$ cat src/rtl/fir_serial_rx_if.sv
// Parallel sample handshake between the serial receiver and the FIR tap delay line.
// The master drives the assembled sample and its valid flag; the slave returns ready.
interface fir_serial_rx_if #(
  parameter int W = 16
) ();
  logic [W-1:0] data_out;
  logic         valid_o;
  logic         ready_i;

  modport master (
    output data_out,
    output valid_o,
    input  ready_i
  );

  modport slave (
    input  data_out,
    input  valid_o,
    output ready_i
  );
endinterface

$ cat src/rtl/fir_serial_rx.sv
// Bit-serial sample receiver: deserializes a sync-framed, strobed bit stream into W-bit
// words and holds each one on a valid/ready port until the FIR tap line takes it.
module fir_serial_rx #(
  parameter int W         = 16,
  parameter bit MSB_FIRST = 1'b1
) (
  input  logic             clk_i,
  input  logic             rst_n_i,
  input  logic             en_i,
  input  logic             sync_i,
  input  logic             sdata_i,
  fir_serial_rx_if.master  out_if,
  output logic             overrun_o,
  output logic             frame_err_o
);
  localparam int CW = $clog2(W + 1);

  typedef enum logic {IDLE, SHIFT} state_t;

  state_t          r_state, w_state_next;
  logic [CW-1:0]   r_cnt, w_cnt_next;
  logic [W-1:0]    r_shift, w_shift_next;
  logic [W-1:0]    r_data;
  logic            r_valid;
  logic            r_overrun;
  logic            r_frame_err;

  logic [W-1:0]    w_first;
  logic [W-1:0]    w_ins;
  logic            w_done;
  logic            w_frame_err;

  // A fresh frame's first bit lands where W-1 further shifts carry it to its final slot.
  generate
    if (MSB_FIRST) begin : g_msb_first
      assign w_first = {{(W-1){1'b0}}, sdata_i};
      assign w_ins   = {r_shift[W-2:0], sdata_i};
    end else begin : g_lsb_first
      assign w_first = {sdata_i, {(W-1){1'b0}}};
      assign w_ins   = {sdata_i, r_shift[W-1:1]};
    end
  endgenerate

  always_ff @(posedge clk_i or negedge rst_n_i) begin
    if (!rst_n_i) begin
      r_state <= IDLE;
      r_cnt   <= '0;
      r_shift <= '0;
    end else begin
      r_state <= w_state_next;
      r_cnt   <= w_cnt_next;
      r_shift <= w_shift_next;
    end
  end

  always_comb begin
    w_state_next = r_state;
    w_cnt_next   = r_cnt;
    w_shift_next = r_shift;
    w_done       = 1'b0;
    w_frame_err  = 1'b0;
    if (en_i) begin
      case (r_state)
        IDLE: begin
          if (sync_i) begin
            w_shift_next = w_first;
            w_cnt_next   = CW'(1);
            w_state_next = SHIFT;
          end
        end
        SHIFT: begin
          // Sync wins over completion: a sync on the W-th bit restarts the frame.
          if (sync_i) begin
            w_frame_err  = 1'b1;
            w_shift_next = w_first;
            w_cnt_next   = CW'(1);
          end else if (r_cnt == CW'(W - 1)) begin
            w_done       = 1'b1;
            w_shift_next = '0;
            w_cnt_next   = '0;
            w_state_next = IDLE;
          end else begin
            w_shift_next = w_ins;
            w_cnt_next   = r_cnt + CW'(1);
          end
        end
        default: begin
          w_state_next = IDLE;
          w_cnt_next   = '0;
          w_shift_next = '0;
        end
      endcase
    end
  end

  // Output holding register: a pending word is only replaced when it is consumed on the same edge.
  always_ff @(posedge clk_i or negedge rst_n_i) begin
    if (!rst_n_i) begin
      r_data      <= '0;
      r_valid     <= 1'b0;
      r_overrun   <= 1'b0;
      r_frame_err <= 1'b0;
    end else begin
      r_frame_err <= w_frame_err;
      if (w_done) begin
        if (!r_valid || out_if.ready_i) begin
          r_data  <= w_ins;
          r_valid <= 1'b1;
        end else begin
          r_overrun <= 1'b1;
        end
      end else if (r_valid && out_if.ready_i) begin
        r_valid <= 1'b0;
      end
    end
  end

  assign out_if.data_out = r_data;
  assign out_if.valid_o  = r_valid;
  assign overrun_o       = r_overrun;
  assign frame_err_o     = r_frame_err;
endmodule

$ cat src/flat_wrapper.sv
// flat-port wrapper written by rule: the top's interface ports become plain ports
module fir_serial_rx_flat 
#(
  parameter int W         = 16,
  parameter bit MSB_FIRST = 1'b1
)
  (clk_i, rst_n_i, en_i, sync_i, sdata_i, overrun_o, frame_err_o, out_if_data_out, out_if_valid_o, out_if_ready_i);
  fir_serial_rx_if #(.W(W)) out_if_i ();
  input  logic clk_i;
  input  logic rst_n_i;
  input  logic en_i;
  input  logic sync_i;
  input  logic sdata_i;
  output logic overrun_o;
  output logic frame_err_o;
  output wire logic [$bits(out_if_i.data_out)-1:0] out_if_data_out;
  output wire logic [$bits(out_if_i.valid_o)-1:0] out_if_valid_o;
  input wire logic [$bits(out_if_i.ready_i)-1:0] out_if_ready_i;
  assign out_if_data_out = out_if_i.data_out;
  assign out_if_valid_o = out_if_i.valid_o;
  assign out_if_i.ready_i = out_if_ready_i;
  fir_serial_rx #(.W(W), .MSB_FIRST(MSB_FIRST)) u_core (.clk_i(clk_i), .rst_n_i(rst_n_i), .en_i(en_i), .sync_i(sync_i), .sdata_i(sdata_i), .out_if(out_if_i), .overrun_o(overrun_o), .frame_err_o(frame_err_o));
endmodule
$ cat config.mk
export PLATFORM = sky130hd
export DESIGN_NAME = fir_serial_rx_flat
export DESIGN_NICKNAME = d
export VERILOG_FILES = /design/src/rtl/fir_serial_rx_if.sv /design/src/rtl/fir_serial_rx.sv /design/src/flat_wrapper.sv
export SDC_FILE = /design/constraint.sdc
export NUM_CORES = 1
export LEC_CHECK = 0
export ABC_AREA = 1
export CORE_ASPECT_RATIO = 1.75
export CORE_MARGIN = 5
export CORE_UTILIZATION = 57
export CTS_CLUSTER_DIAMETER = 80
export DETAILED_ROUTE_END_ITERATION = 8
export PLACE_DENSITY = 0.82
export SLEW_MARGIN = 10
export SYNTH_ARGS = -nofsm -noshare
export SYNTH_HDL_FRONTEND = slang
export SYNTH_SLANG_ARGS = --single-unit
export TNS_END_PERCENT = 100
$ cat constraint.sdc
create_clock -name clk_i -period 2.02 [get_ports clk_i]
set_input_delay 0.505 -clock clk_i [delete_from_list [all_inputs] [get_ports clk_i]]
set_output_delay 0.505 -clock clk_i [all_outputs]
set_load 0.01 [all_outputs]
==> run metrics, run 1 <==
status complete, no violations; vias in the first global route roughly 1400; Die W between 50 and 60 µm; CP Class reg -> out; relative slew slack 0.6750; drt wl/cell 13.76 µm; Post-Place Worst Slack about 0.14 ns; vias per cell ~5.5; Worst setup EP type output pin; max incr delay on CP between 0.5 and 0.6 ns; CTS buffer count 5; Die Ht about 83 µm; max_cap viols 0; Root Driver clkbuf_8; Final min period between 1.5 and 2 ns; CP Cell Sequence clkdlybuf4s50_1; ANT nets after route 0; sequential power share 0.528; Layout Skew 0.006420 ns; synthesized cell area 1734 µm²; iteration-0 DRC count of the detailed router 28; initial core utilization 0.5923; startpoint types flip-flop; Max VDD drop around 560 µV; drt pass-1 iters 4; Clock Power Share 0.391; first-pass GRT wire length between 6000 and 7000 µm; CTS sink cnt 40; Final Max Tran Viols 0; total wire length 3427 µm; hpwl dp ~2500 µm; sequential share of the synthesized area 0.5772; CTS Hold Bufs 0; Leakage about 0.0011 µW; internal cell power roughly 1200 µW; period utilisation layout 0.8404; crit path DAT 1.19 ns; CP max FO 2; # Post-CTS Setup Buffers 0; num rows 26; num ports 25; Combinational Power Share 0.081; PortBufs 24; maximum clock frequency about 600 MHz; switching share of power 0.2270; Seq cells post-synth 40; number of diodes 0; Reg clk slew, reported paths around 0.07 ns; post_cts resized 0; Setup WS post-layout about 0.32 ns; aggregate global-route resource usage 0.1844; CP delay by family, top buffers and inverters; Final Hold Fails 0; worst hold path class in -> async; most instantiated cells after synthesis nand2_1, dfrtp_1, nand4_1; CTS H-tree depth 2; Die Area roughly 4300 µm²; syn avg cell area 9.224 µm²; Syn. warnings 0; Fin Hold WS 0.2624 ns; ys async rst share 1.000; CP max stage cell clkdlybuf4s50_1; Congestion Overflow GR 0; most common cell in the netlist nand2_1; main flop type after synthesis dfrtp_1; critical path launch point u_core.out_if.data_out[14]; worst path bufs/invs 1; clk_lat worst skew approximately 0.29 ns; setup TNS 0 ns; initial antenna violation count 0; RSZ-0062 raised after global routing no; Synth area leaders dfrtp_1, nand2_1, nand4_1, buf_6, inv_1; Residual DRC 0; pin count of the biggest net entering global routing just over 40; largest area contributor in the netlist dfrtp_1; Post-synth EDFFs 0; synthesized instance count 188; pwr dens ~760 nW/µm²; Layout area overhead 22.29%; worst-case clock buffer depth 2; number of nets in the layout approximately 230; global placement routability congestion ~0.8; CP required approximately 1.5 ns; switching power between 300 and 400 µW; flop-to-flop setup slack ~0.58 ns; via count around 1400; Worst-Margin Slew roughly 0.49 ns; ratio of cells with drive above 1 in the final layout 0.1222; worst r2r src u_core.r_cnt[1]; Yosys cell types 21; CTS tree built; core area about 3000 µm²; final setup fails 0; syn nets ~200; top-area cell type share of the netlist area 0.5772
[worst register-to-register path: cells and delay by family, from the launching register on]
family | cells | cell delay (ns)
buffers and inverters | 1 | 0.25
and+or+nand+nor | 4 | 0.51
DFF | 1 | 0.41
adders and majority gates | 1 | 0.20
[registers in the layout, indices dropped and copies added (netlist names)]
name,flops
u_core.out_if.data_out,16
u_core.out_if.valid_o,1
u_core.r_cnt,5
u_core.overrun_o,1
u_core.r_shift,15
u_core.r_state,1
u_core.frame_err_o,1
[layout by cell type (no fill, tap or decap), types with 2 or more instances in the layout]
| cell type | Yosys | routed |
|---|---|---|
| buf_4 | 2 | 7 |
| clkbuf_8 | 0 | 5 |
| clkdlybuf4s50_1 | 0 | 23 |
| dfrtp_1 | 40 | 40 |
| inv_1 | 9 | 9 |
| nand2_1 | 90 | 90 |
| nand2_2 | 5 | 5 |
| nand3_1 | 3 | 3 |
| nand4_1 | 17 | 17 |
| nor2_1 | 4 | 4 |
| nor2_4 | 2 | 2 |
| o21bai_1 | 2 | 2 |
[routing by layer]
layer	vias up	track usage	share of wire
met5	-	0	0
met4	0	0.08592	0.022
met2	40	0.3295	0.54
met3	9	0.03943	0.053
li1	663	-	-
met1	647	0.1967	0.39
[logic make-up (layout without fill, tap and decap cells)]
family / count (synthesis) / in the layout / share of synthesized area
AO/OA/AOI/OAI: 5 / 5 / 0.01947
flip-flops: 40 / 40 / 0.5772
adder cells (fa/ha/maj): 1 / 1 / 0.007214
buffers and inverters: 16 / 49 / 0.05627
AND/OR/NAND/NOR: 126 / 126 / 0.3398
[power groups by stage]
stage                     logic (µW)  registers, µW  clock network (µW)
after floorplan                 71.3            857                   0
after global placement           122            861                   0
after detailed placement         130            862                   0
after CTS                        131            846                 647
after global routing             146            851                 690
final                            129            847                 628
[per-stage QoR]
step                      total power (µW)    util  cells  area [µm²]
after floorplan                      928.4       -    188        1734
after global placement               982.2  0.6876    241        2013
after detailed placement             992.0  0.6876    241        2013
after CTS                             1625  0.7244    249        2121
after global routing                  1686  0.7244    249        2121
final                                 1605  0.7244    249        2121
[path summary, 6_finish.rpt]
check                      depth (start not counted)                          to
min in group clk_i                                 2   u_core.out_if.data_out[1]
min reg2reg                                        2   u_core.out_if.data_out[1]
max                                                1         out_if_data_out[14]
max reg2reg                                        6   u_core.out_if.data_out[6]
max in group asynchronous                          2  u_core.out_if.data_out[11]
min                                                2           u_core.r_shift[5]
[final cells by class]
cell class              count  area [µm²]
flip-flops and latches     40        1001
fillers                   216       807.0
multi-input cells         132       635.6
repair buffers             32       307.8
clock buffers               6       72.57
clock inverters             2       35.03
well taps                  28       35.03
inverters                   9       33.78
No activity file was read; power rests on OpenSTA's default activity.
==> run 2: changes to the inputs <==
--- a/config.mk
+++ b/config.mk
@@ -8,10 +8,10 @@
 export ABC_AREA = 1
 export CORE_ASPECT_RATIO = 1.75
 export CORE_MARGIN = 5
-export CORE_UTILIZATION = 57
+export CORE_UTILIZATION = 53
 export CTS_CLUSTER_DIAMETER = 80
 export DETAILED_ROUTE_END_ITERATION = 8
-export PLACE_DENSITY = 0.82
+export PLACE_DENSITY = 0.77
 export SLEW_MARGIN = 10
 export SYNTH_ARGS = -nofsm -noshare
 export SYNTH_HDL_FRONTEND = slang
==> constraint.sdc (replaced) <==
create_clock -name clk_i -period 1.75 [get_ports clk_i]
set_input_delay 0.4375 -clock clk_i [delete_from_list [all_inputs] [get_ports clk_i]]
set_output_delay 0.4375 -clock clk_i [all_outputs]
set_load 0.01 [all_outputs]
==> run metrics, run 2 (synthesis gave the netlist of run 1 again) <==
Worst-Margin Slew 0.4727 ns (-0.01478 ns); final core utilization 0.6922 (-0.03220); Max VDD drop 722.2 µV (+29%); pin count of the biggest net entering global routing 41 (unchanged); Residual DRC 0 (unchanged); CTS Hold Bufs 0 (unchanged); worst hold path class in -> async; number of nets in the layout 234 (+3.1%); Die Ht 85.67 µm (+3.3%); num ports 25 (unchanged); clk_lat worst skew 0.29 ns (about the same); Leakage 0.001155 µW (+2.2%); CTS sink cnt 40 (unchanged); first-pass GRT wire length 6058 µm (+0.58%); worst r2r src u_core.r_cnt[1]; Setup WS post-layout 0.1078 ns (-0.2146 ns); pwr dens 803.0 nW/µm² (+6.1%); max reg flops 16 (unchanged); Final Max Tran Viols 0 (unchanged); initial antenna violation count 0 (unchanged); startpoint types flip-flop; max incr delay on CP 0.55 ns (about the same); via count 1340 (-1.4%); RSZ-0062 raised after global routing no; CP max FO 2 (unchanged); CTS buffer count 5 (unchanged); flop-to-flop setup slack 0.37 ns (-0.21 ns); Post-Place Worst Slack -0.03042 ns (-0.1701 ns); commonest cells after routing, fill and taps aside nand2_1, dfrtp_1, clkdlybuf4s50_1; num rows 27 (+3.8%); R2R Path End u_core.out_if.data_out[15]; Die W 53.24 µm (+3.0%); vias in the first global route 1365 (-0.94%); core area 3142 µm² (+7.3%); Root Driver clkbuf_8; R2R depth 6 (unchanged); CTS tree built; hpwl dp 2593 µm (+3.4%); CP endpoint out_if_data_out[2]; global placement routability congestion 0.8642 (+8.2%); CP max stage cell clkdlybuf4s50_1; Final min period 1.642 ns; Layout Skew 0.003680 ns (-0.002740 ns); CP delay by family, top buffers and inverters; maximum clock frequency between 600 and 700 MHz; Post-Place Cells 263 (+9.1%); aggregate global-route resource usage 0.1811 (-0.003368); worst-case clock buffer depth 2 (unchanged); Crit path depth 1 (unchanged); post_cts resized 0 (unchanged); CP Class reg -> out; Reg clk slew, reported paths 0.07 ns (about the same); Die Area 4561 µm² (+6.3%); Congestion Overflow GR 0 (unchanged); drt wl/cell 12.60 µm (-8.5%); Layout area overhead 25.40%; Layout Cells excl Fill 271 (+8.8%); drt pass-1 iters 4 (unchanged); CP Cell Sequence clkdlybuf4s50_1; initial core utilization 0.5520 (-0.04034); iteration-0 DRC count of the detailed router 39 (+39%); PortBufs 24 (unchanged); Final Hold Fails 0 (unchanged); period utilisation layout 0.9384; CTS H-tree depth 2 (unchanged); max_cap viols 0 (unchanged); number of diodes 0 (unchanged); crit path DAT 1.20 ns (about the same); commonest non-fill, non-tap cell in the layout nand2_1; Worst setup EP type output pin; ANT nets after route 0 (unchanged); relative slew slack 0.6849 (+0.009856); final setup fails 0 (unchanged); vias per cell 4.945 (-9.4%); status complete, no violations; critical path launch point u_core.out_if.data_out[2]; CP required 1.31 ns (-0.20 ns); ratio of cells with drive above 1 in the final layout 0.1447 (+0.02256); total wire length 3414 µm (-0.38%); # Post-CTS Setup Buffers 0 (unchanged); worst path bufs/invs 1 (unchanged)
-- run 2: cell types whose count changed in the layout (fill, tap and decap cells not counted), sizes merged --
cell    delta
clkinv     -1
bufinv     -1
clkbuf     +2
buf        +7
-- run 2: worst min-delay path by stage --
stage / end / slack (ns) / cells past startpoint / startpoint
2_1_floorplan: u_core.frame_err_o / 0.14 / 0 / rst_n_i
3_3_place_gp: u_core.out_if.data_out[7] / 0.46 / 2 / u_core.out_if.data_out[7]
3_5_place_dp: u_core.out_if.data_out[7] / 0.46 / 2 / u_core.out_if.data_out[7]
4_1_cts: u_core.out_if.data_out[3] / 0.20 / 2 / rst_n_i
5_1_grt: u_core.out_if.data_out[3] / 0.22 / 2 / rst_n_i
6_report: u_core.out_if.data_out[3] / 0.19 / 2 / rst_n_i
-- run 2: power breakdown --
part | switching [µW] | internal [µW] | total (µW)
clock network | 290 | 321 | 611
logic | 90.9 | 66.9 | 158
registers | 26.1 | 952 | 978
total | 407 | 1340 | 1750
-- run 2: final cells by class --
class,count,area (µm²)
repair buffers,39,360.3
fillers,258,967.2
well taps,43,53.80
multi-input cells,132,635.6
clock buffers,8,90.09
flip-flops and latches,40,1001
inverters,9,33.78
-- run 2: per-stage QoR --
step	setup TNS, ns	power (µW)	cell area [µm²]	hold slack, ns
final	0	1746	2175	0.1878
after global routing	0	1842	2175	0.2245
after CTS	0	1771	2175	0.1981
after detailed placement	-0.1877	1154	2085	0.4583
after global placement	0	1147	2085	0.4562
after floorplan	0	1072	1734	0.1419
-- run 2: routing by layer --
layer	vias up	routed length (µm)	global-route usage
li1	675	-	-
met1	622	1388	0.2122
met2	33	1733	0.2838
met3	10	157	0.04348
met4	0	134	0.1209
met5	-	0	0
